$ cat src/rtl/adc_pkg.sv
// Shared constants and elaboration-time width/scale helpers for the ADC
// capture and millivolt conversion path.
package adc_pkg;

   // Fixed-point fraction bits of the mV scale factor
   localparam int unsigned MV_SHIFT = 13;

   // mV per code step, scaled by 2^MV_SHIFT
   function automatic int unsigned calc_scale(input int unsigned fs_mv,
                                              input int unsigned adc_w);
      longint unsigned s;
      s = {32'd0, fs_mv} << MV_SHIFT;
      s = s >> adc_w;
      return 32'(s);
   endfunction

   // Accumulator holds 2^avg_log2 full-scale codes without overflow
   function automatic int unsigned acc_width(input int unsigned adc_w,
                                             input int unsigned avg_log2);
      return adc_w + avg_log2;
   endfunction

   function automatic int unsigned prod_width(input int unsigned adc_w,
                                              input int unsigned scale);
      return adc_w + $clog2(scale + 1);
   endfunction

   // Offset-binary zero point
   function automatic int unsigned mid_code(input int unsigned adc_w);
      return 32'd1 << (adc_w - 1);
   endfunction

endpackage

$ cat src/rtl/adc_ch_conv.sv
// One ADC channel: window accumulator, sign/magnitude, scale multiply and
// saturating signed-mV output register. Window control comes from the top.
module adc_ch_conv
   import adc_pkg::*;
#(
   parameter int unsigned ADC_W    = 12,
   parameter int unsigned FS_MV    = 10000,
   parameter int unsigned AVG_LOG2 = 2,
   parameter int unsigned OUT_W    = 16
) (
   input  logic             ad_clk,
   input  logic             sys_rst_n,
   input  logic [ADC_W-1:0] code,
   input  logic             smp,
   input  logic             clr,
   input  logic             last,
   input  logic             out_en,
   output logic [OUT_W-1:0] volt_mv,
   output logic             ovr
);

   localparam int unsigned ACC_W  = acc_width(ADC_W, AVG_LOG2);
   localparam int unsigned SCALE  = calc_scale(FS_MV, ADC_W);
   localparam int unsigned PROD_W = prod_width(ADC_W, SCALE);
   localparam int unsigned S_W    = (PROD_W + 1 > OUT_W) ? PROD_W + 1 : OUT_W;

   localparam logic [ADC_W-1:0]         MID     = ADC_W'(mid_code(ADC_W));
   localparam logic [PROD_W-1:0]        SCALE_C = PROD_W'(SCALE);
   localparam logic signed [S_W-1:0]    VMAX    = S_W'((64'sd1 <<< (OUT_W - 1)) - 64'sd1);
   localparam logic signed [S_W-1:0]    VMIN    = S_W'(-(64'sd1 <<< (OUT_W - 1)));

   logic [ACC_W-1:0]  acc;
   logic [ACC_W-1:0]  acc_sum;
   logic              code_ovr;
   logic              ovr_acc;
   logic [ADC_W-1:0]  avg;
   logic              avg_ovr;
   logic              sgn2;
   logic [ADC_W-1:0]  mag2;
   logic              ovr2;
   logic              sgn3;
   logic [PROD_W-1:0] prod3;
   logic              ovr3;
   logic signed [S_W-1:0] mx;
   logic signed [S_W-1:0] sval;
   logic signed [S_W-1:0] sclip;

   assign acc_sum  = acc + ACC_W'(code);
   assign code_ovr = (code == '0) || (code == '1);

   // Window accumulator; a clear discards the sample presented with it
   always_ff @(posedge ad_clk or negedge sys_rst_n) begin
      if (!sys_rst_n) begin
         acc     <= '0;
         ovr_acc <= 1'b0;
         avg     <= '0;
         avg_ovr <= 1'b0;
      end else if (clr) begin
         acc     <= '0;
         ovr_acc <= 1'b0;
      end else if (smp) begin
         if (last) begin
            avg     <= ADC_W'(acc_sum >> AVG_LOG2);
            avg_ovr <= ovr_acc | code_ovr;
            acc     <= '0;
            ovr_acc <= 1'b0;
         end else begin
            acc     <= acc_sum;
            ovr_acc <= ovr_acc | code_ovr;
         end
      end
   end

   // Sign/magnitude and multiply stages run freely; avg only moves per window
   always_ff @(posedge ad_clk or negedge sys_rst_n) begin
      if (!sys_rst_n) begin
         sgn2  <= 1'b0;
         mag2  <= '0;
         ovr2  <= 1'b0;
         sgn3  <= 1'b0;
         prod3 <= '0;
         ovr3  <= 1'b0;
      end else begin
         sgn2  <= (avg < MID);
         mag2  <= (avg >= MID) ? (avg - MID) : (MID - avg);
         ovr2  <= avg_ovr;
         sgn3  <= sgn2;
         prod3 <= PROD_W'(mag2) * SCALE_C;
         ovr3  <= ovr2;
      end
   end

   // Truncate magnitude toward zero, apply sign, clip to the output range
   always_comb begin
      mx    = S_W'(prod3 >> MV_SHIFT);
      sval  = sgn3 ? -mx : mx;
      sclip = sval;
      if (sval > VMAX) begin
         sclip = VMAX;
      end else if (sval < VMIN) begin
         sclip = VMIN;
      end
   end

   // Output holds between strobes
   always_ff @(posedge ad_clk or negedge sys_rst_n) begin
      if (!sys_rst_n) begin
         volt_mv <= '0;
         ovr     <= 1'b0;
      end else if (out_en) begin
         volt_mv <= OUT_W'(sclip);
         ovr     <= ovr3;
      end
   end

endmodule

$ cat src/rtl/adc_multi_ch_volt_avg.sv
// Multi-channel ADC capture with box-car averaging and signed mV output.
// Capture, the shared window counter and valid pipeline live here; per-channel
// arithmetic lives in adc_ch_conv.
module adc_multi_ch_volt_avg
   import adc_pkg::*;
#(
   parameter int unsigned CH_NUM   = 2,
   parameter int unsigned ADC_W    = 12,
   parameter int unsigned BIT_REV  = 1,
   parameter int unsigned FS_MV    = 10000,
   parameter int unsigned AVG_LOG2 = 2,
   parameter int unsigned OUT_W    = 16
) (
   input  logic                    ad_clk,
   input  logic                    sys_rst_n,
   input  logic                    smp_en,
   input  logic                    win_clr,
   input  logic [CH_NUM*ADC_W-1:0] ad_in,
   output logic [CH_NUM*OUT_W-1:0] volt_mv,
   output logic [CH_NUM-1:0]       ovr,
   output logic                    volt_vld
);

   localparam int unsigned      CNT_W    = (AVG_LOG2 > 0) ? AVG_LOG2 : 1;
   localparam logic [CNT_W-1:0] CNT_LAST = CNT_W'((2 ** AVG_LOG2) - 1);

   logic [CH_NUM*ADC_W-1:0] cap_d;
   logic [CH_NUM*ADC_W-1:0] cap_code;
   logic                    s0_vld;
   logic [CNT_W-1:0]        cnt;
   logic                    win_last;
   logic                    avg_vld;
   logic                    s2_vld;
   logic                    s3_vld;

   // Optional per-channel bit reversal of the raw pins
   always_comb begin
      cap_d = ad_in;
      if (BIT_REV != 0) begin
         for (int ch = 0; ch < CH_NUM; ch++) begin
            for (int b = 0; b < ADC_W; b++) begin
               cap_d[ch*ADC_W + b] = ad_in[ch*ADC_W + ADC_W - 1 - b];
            end
         end
      end
   end

   // Capture register, with the sample qualifier aligned to the code
   always_ff @(posedge ad_clk or negedge sys_rst_n) begin
      if (!sys_rst_n) begin
         cap_code <= '0;
         s0_vld   <= 1'b0;
      end else begin
         cap_code <= cap_d;
         s0_vld   <= smp_en;
      end
   end

   assign win_last = s0_vld && !win_clr && (cnt == CNT_LAST);

   // Shared window sample counter
   always_ff @(posedge ad_clk or negedge sys_rst_n) begin
      if (!sys_rst_n) begin
         cnt <= '0;
      end else if (win_clr) begin
         cnt <= '0;
      end else if (s0_vld) begin
         cnt <= win_last ? '0 : cnt + 1'b1;
      end
   end

   // Valid pipeline tracking the per-channel arithmetic stages
   always_ff @(posedge ad_clk or negedge sys_rst_n) begin
      if (!sys_rst_n) begin
         avg_vld  <= 1'b0;
         s2_vld   <= 1'b0;
         s3_vld   <= 1'b0;
         volt_vld <= 1'b0;
      end else begin
         avg_vld  <= win_last;
         s2_vld   <= avg_vld;
         s3_vld   <= s2_vld;
         volt_vld <= s3_vld;
      end
   end

   for (genvar ch = 0; ch < CH_NUM; ch++) begin : g_ch
      adc_ch_conv #(
         .ADC_W    (ADC_W),
         .FS_MV    (FS_MV),
         .AVG_LOG2 (AVG_LOG2),
         .OUT_W    (OUT_W)
      ) u_ch_conv (
         .ad_clk    (ad_clk),
         .sys_rst_n (sys_rst_n),
         .code      (cap_code[ch*ADC_W +: ADC_W]),
         .smp       (s0_vld),
         .clr       (win_clr),
         .last      (win_last),
         .out_en    (s3_vld),
         .volt_mv   (volt_mv[ch*OUT_W +: OUT_W]),
         .ovr       (ovr[ch])
      );
   end

endmodule

$ cat config.mk
export PLATFORM = sky130hd
export DESIGN_NAME = adc_multi_ch_volt_avg
export DESIGN_NICKNAME = d
export VERILOG_FILES = /design/src/rtl/adc_pkg.sv /design/src/rtl/adc_ch_conv.sv /design/src/rtl/adc_multi_ch_volt_avg.sv
export SDC_FILE = /design/constraint.sdc
export NUM_CORES = 1
export LEC_CHECK = 0
export CORE_MARGIN = 2
export CORE_UTILIZATION = 50
export DETAILED_ROUTE_END_ITERATION = 12
export GPL_TIMING_DRIVEN = 1
export PLACE_DENSITY = 0.73
export SKIP_LAST_GASP = 1
export SLEW_MARGIN = 20
export SYNTH_ARGS = -nofsm -noshare
export SYNTH_HDL_FRONTEND = slang
export SYNTH_SLANG_ARGS = --single-unit
$ cat constraint.sdc
create_clock -name ad_clk -period 12.7 [get_ports ad_clk]
set_input_delay 2.54 -clock ad_clk [delete_from_list [all_inputs] [get_ports ad_clk]]
set_output_delay 2.54 -clock ad_clk [all_outputs]
set_load 0.01 [all_outputs]
==> tab_implementation.tex <==
\begin{tabular}{lr}
\hline
Metric & Value \\
\hline
\multicolumn{2}{l}{\textbf{Run status}} \\
\quad Run status & finished clean \\
\multicolumn{2}{l}{\textbf{Floorplan}} \\
\quad Die Span Y & 155 µm \\
\quad Chip width & 155 µm \\
\quad Die footprint & 24200 µm² \\
\quad Floorplan Core Area & 22600 µm² \\
\quad Top Ports & 63 \\
\quad Initial Utilization & 0.508 \\
\quad Rows & 55 \\
\multicolumn{2}{l}{\textbf{Synthesis}} \\
\quad Fraction of the mapped netlist area in adder cells & 0.234 \\
\quad Most instantiated flip-flop cell in the synthesis netlist & sky130\_fd\_sc\_hd\_\_dfrtp\_1 \\
\quad Synthesized-area fraction occupied by and/or/nand/nor cells & 0.103 \\
\quad Async SR Flop Fraction & 1.00 \\
\quad Leading cell types by total area after synthesis & sky130\_fd\_sc\_hd\_\_dfrtp\_1 (39\%), sky130\_fd\_sc\_hd\_\_ha\_1 (15\%), sky130\_fd\_sc\_hd\_\_fa\_1 (8.0\%) \\
\quad Warnings from Yosys & 0 \\
\quad Part of the Yosys area used for sequential elements & 0.395 \\
\quad Count of distinct cell types in the synthesized netlist & 65 \\
\quad Main combinational cell family by area after synthesis & adder cells \\
\quad Most area-hungry cell type in the Yosys netlist & sky130\_fd\_sc\_hd\_\_dfrtp\_1 \\
\quad Flip-flop and latch count after synthesis & 181 \\
\quad Xor/xnor cell area share of the yosys netlist & 0.0634 \\
\quad Multiplexer fraction of the synthesized cell area & 0.00753 \\
\quad Share of Yosys cell area claimed by the top area cell type & 0.395 \\
\quad Net count of the mapped netlist & 1351 \\
\quad Mapped Area & 11500 µm² \\
\quad Number of enable-type register cells in the synthesized netlist & 0 \\
\quad Synthesized area per cell & 10.1 µm² \\
\quad Synthesized-area fraction occupied by ao, oa, aoi and oai cells & 0.134 \\
\quad Synthesized instance count & 1136 \\
\multicolumn{2}{l}{\textbf{Clock tree}} \\
\quad TritonCTS clock tree & built \\
\quad \# resized after CTS & 0 \\
\quad Clock tree root buffer cell & sky130\_fd\_sc\_hd\_\_clkbuf\_16 \\
\quad CTS clk-pin slew, worst paths & 0.08 ns \\
\quad CTS HTree Levels & 4 \\
\quad CTS Buf Count & 17 \\
\quad Count of buffers added by post-CTS timing repair for setup & 0 \\
\quad Post-CTS Hold Buffers & 0 \\
\quad Clk sink count & 181 \\
\quad Largest buffer count on any clock path & 2 \\
\quad Worst-skew pair later-pin latency & 0.43 ns \\
\multicolumn{2}{l}{\textbf{Critical path}} \\
\quad Number of cell instances on the worst register-to-register path & 19 \\
\quad Arrival time worst endpoint & 5.31 ns \\
\quad Launch instance of the worst register-to-register path & g\_ch[1].u\_ch\_conv.mag2[4] \\
\quad Critical path required time & 13.05 ns \\
\quad Kind of launch point of the worst setup path & register \\
\quad Critical register-to-register path endpoint & g\_ch[1].u\_ch\_conv.prod3[23] \\
\quad FF-to-FF setup slack & 7.74 ns \\
\quad Kind of critical path & reg -> reg \\
\quad Worst-path maximum fanout & 6 \\
\quad Sort of element at the end of the critical path & register \\
\multicolumn{2}{l}{\textbf{Global route}} \\
\quad GR Overflow Total & 0 \\
\quad Antenna violations before repair & 0 \\
\quad Maximum number of pins on one net before global-route repair & 110 \\
\quad Number of global-route vias before repair & 8052 \\
\quad GRT Total Usage & 0.184 \\
\quad Global-route wire length before repair & 36700 µm \\
\multicolumn{2}{l}{\textbf{Timing}} \\
\quad Fin. Hold Viols & 0 \\
\quad Measured slew at the worst slew-check pin & 0.982 ns \\
\quad Share of the clock period used by the worst path after layout & 0.390 \\
\quad TNS Setup & 0 ns \\
\quad Total of endpoints with negative setup slack in the final report & 0 \\
\quad Setup repair after global routing missed its margin & false \\
\quad Tightest slew margin relative to the limit & 0.346 \\
\quad Upper clock frequency limit & 0.202 GHz \\
\quad Final period demand of the worst path & 4.96 ns \\
\quad Worst clock skew on the final layout & 0.0137 ns \\
\quad Count of pins over their slew limit & 0 \\
\multicolumn{2}{l}{\textbf{Cells and area}} \\
\quad Post-route standard cell area excluding fillers & 13000 µm² \\
\quad Number of nets at the end of the flow & 1413 \\
\quad Register area & 4530 µm² \\
\quad Fill cells & 1908 \\
\quad Antenna diode instance count & 0 \\
\quad Total area of multi-input combinational cells & 6220 µm² \\
\quad Most common cell after layout, fill and taps aside & sky130\_fd\_sc\_hd\_\_dfrtp\_1 \\
\quad Area Growth Syn to Fin & 13.4\% \\
\quad Proportion of layout cells with a drive suffix above 1 & 0.0537 \\
\quad Most frequent cells in the layout & sky130\_fd\_sc\_hd\_\_dfrtp\_1 (181), sky130\_fd\_sc\_hd\_\_inv\_1 (165), sky130\_fd\_sc\_hd\_\_ha\_1 (141) \\
\multicolumn{2}{l}{\textbf{Detailed routing}} \\
\quad Number of iterations in the first detailed-routing pass & 5 \\
\quad Per-cell routed wire length & 13.7 µm \\
\quad First-iteration detailed-routing DRC count & 391 \\
\quad Final Routed Wirelength & 20600 µm \\
\quad Number of remaining DRC errors & 0 \\
\quad Antenna-violating nets left & 0 \\
\quad DR vias & 7867 \\
\quad Via/cell ratio & 5.26 \\
\multicolumn{2}{l}{\textbf{Place}} \\
\quad Placer Congestion & 0.871 \\
\quad Post-Place Cell Area & 12400 µm² \\
\quad Estimated wirelength of the detail-placed design & 15500 µm \\
\quad \# port buffers & 62 \\
\multicolumn{2}{l}{\textbf{Worst hold path}} \\
\quad Startpoint of the tightest hold check path & s2\_vld \\
\quad Endpoint with the worst hold slack & s3\_vld \\
\quad Worst min-delay path category & reg -> reg \\
\quad Hold path cells & 0 \\
\multicolumn{2}{l}{\textbf{Flow run}} \\
\quad Max-cap violations & 0 \\
\hline
\end{tabular}
==> worst max-delay path, cell delays in order (launching register included) <==
cell and delay [ns]:
sky130_fd_sc_hd__dfrtp_1 0.44, sky130_fd_sc_hd__inv_1 0.12, sky130_fd_sc_hd__fa_1 0.54, sky130_fd_sc_hd__inv_1 0.04, sky130_fd_sc_hd__ha_1 0.26, sky130_fd_sc_hd__inv_1 0.05
sky130_fd_sc_hd__fa_1 0.53, sky130_fd_sc_hd__inv_1 0.04, sky130_fd_sc_hd__ha_1 0.27, sky130_fd_sc_hd__inv_1 0.05, sky130_fd_sc_hd__fa_1 0.50, sky130_fd_sc_hd__inv_1 0.04
sky130_fd_sc_hd__ha_1 0.34, sky130_fd_sc_hd__a21oi_1 0.16, sky130_fd_sc_hd__nor4b_1 0.47, sky130_fd_sc_hd__o31ai_1 0.28, sky130_fd_sc_hd__o211a_1 0.31, sky130_fd_sc_hd__o21a_1 0.19
sky130_fd_sc_hd__nor2_1 0.12, sky130_fd_sc_hd__xnor2_1 0.13
==> kinds of logic after synthesis <==
group,after synthesis
adder cells (fa/ha/maj),187
XOR/XNOR,83
AO/OA/AOI/OAI,243
multiplexers,8
AND/OR/NAND/NOR,244
flip-flops,181
buffers and inverters,190
==> sequential cells by signal, indices dropped and copies added (netlist names), 2 cells and up <==
register / count
g_ch.u_ch_conv.prod3: 28
cnt: 2
g_ch.u_ch_conv.avg_ovr: 2
g_ch.u_ch_conv.sgn3: 2
g_ch.u_ch_conv.avg: 24
g_ch.u_ch_conv.acc: 28
g_ch.u_ch_conv.ovr: 2
g_ch.u_ch_conv.volt_mv: 32
g_ch.u_ch_conv.sgn2: 2
g_ch.u_ch_conv.mag2: 24
cap_code: 24
g_ch.u_ch_conv.ovr2: 2
g_ch.u_ch_conv.ovr_acc: 2
g_ch.u_ch_conv.ovr3: 2
==> area by class of cell <==
class | count | share of cell area
clock buffer | 18 | 0.0338
clock inverter | 14 | 0.0140
inverter | 166 | 0.0479
multi-input combinational | 765 | 0.478
sequential | 181 | 0.348
tap | 285 | 0.0274
timing repair buffer | 67 | 0.0507
==> synthesized netlist by cell type, drive strengths merged (5+ instances only) <==
master and number:
or3 8, a31oi 7, nand2 80, nand4 8, nor4 12, nor3 17
o21a 16, nand3 13, inv 165, xnor2 40, a21o 11, o211ai 12
ha 141, fa 46, o21ai 83, a21oi 51, o31ai 10, o22ai 10
nor2 69, or2 7, clkbuf 21, or4 6, o21bai 5, nand2b 5
a22o 7, and3 5, mux2 5, dfrtp 181, xor2 43
==> metal layers <==
layer,up-vias,wire length [µm],track usage
li1,3979,-,-
met1,3724,9500,0.236
met2,139,10200,0.330
met3,25,625,0.0279
met4,0,229,0.0446
met5,-,0,0
==> stage by stage <==
stage               setup slack, ns   util  hold WS [ns]  cells
floorplan                      8.22      -         0.331   1136
global placement               7.85  0.549         0.332   1464
detailed placement             7.77  0.549         0.336   1464
CTS                            7.73  0.576         0.351   1496
global route                   7.35  0.576         0.352   1496
finish                         7.74  0.576         0.348   1496
==> worst max path at each step <==
stage	from	end	slack, ns	cells after the start
6_report	g_ch[1].u_ch_conv.mag2[4]	g_ch[1].u_ch_conv.prod3[23]	7.74	19
5_1_grt	g_ch[1].u_ch_conv.mag2[4]	g_ch[1].u_ch_conv.prod3[26]	7.35	19
2_1_floorplan	g_ch[1].u_ch_conv.mag2[4]	g_ch[1].u_ch_conv.prod3[26]	8.22	19
3_5_place_dp	g_ch[1].u_ch_conv.mag2[4]	g_ch[1].u_ch_conv.prod3[26]	7.77	19
4_1_cts	g_ch[1].u_ch_conv.mag2[4]	g_ch[1].u_ch_conv.prod3[23]	7.73	19
3_3_place_gp	g_ch[1].u_ch_conv.mag2[4]	g_ch[1].u_ch_conv.prod3[26]	7.85	19
Power is left out: the tool's default activity adds up to more than one toggle a clock period on the data nets, which glitch-free logic cannot reach.
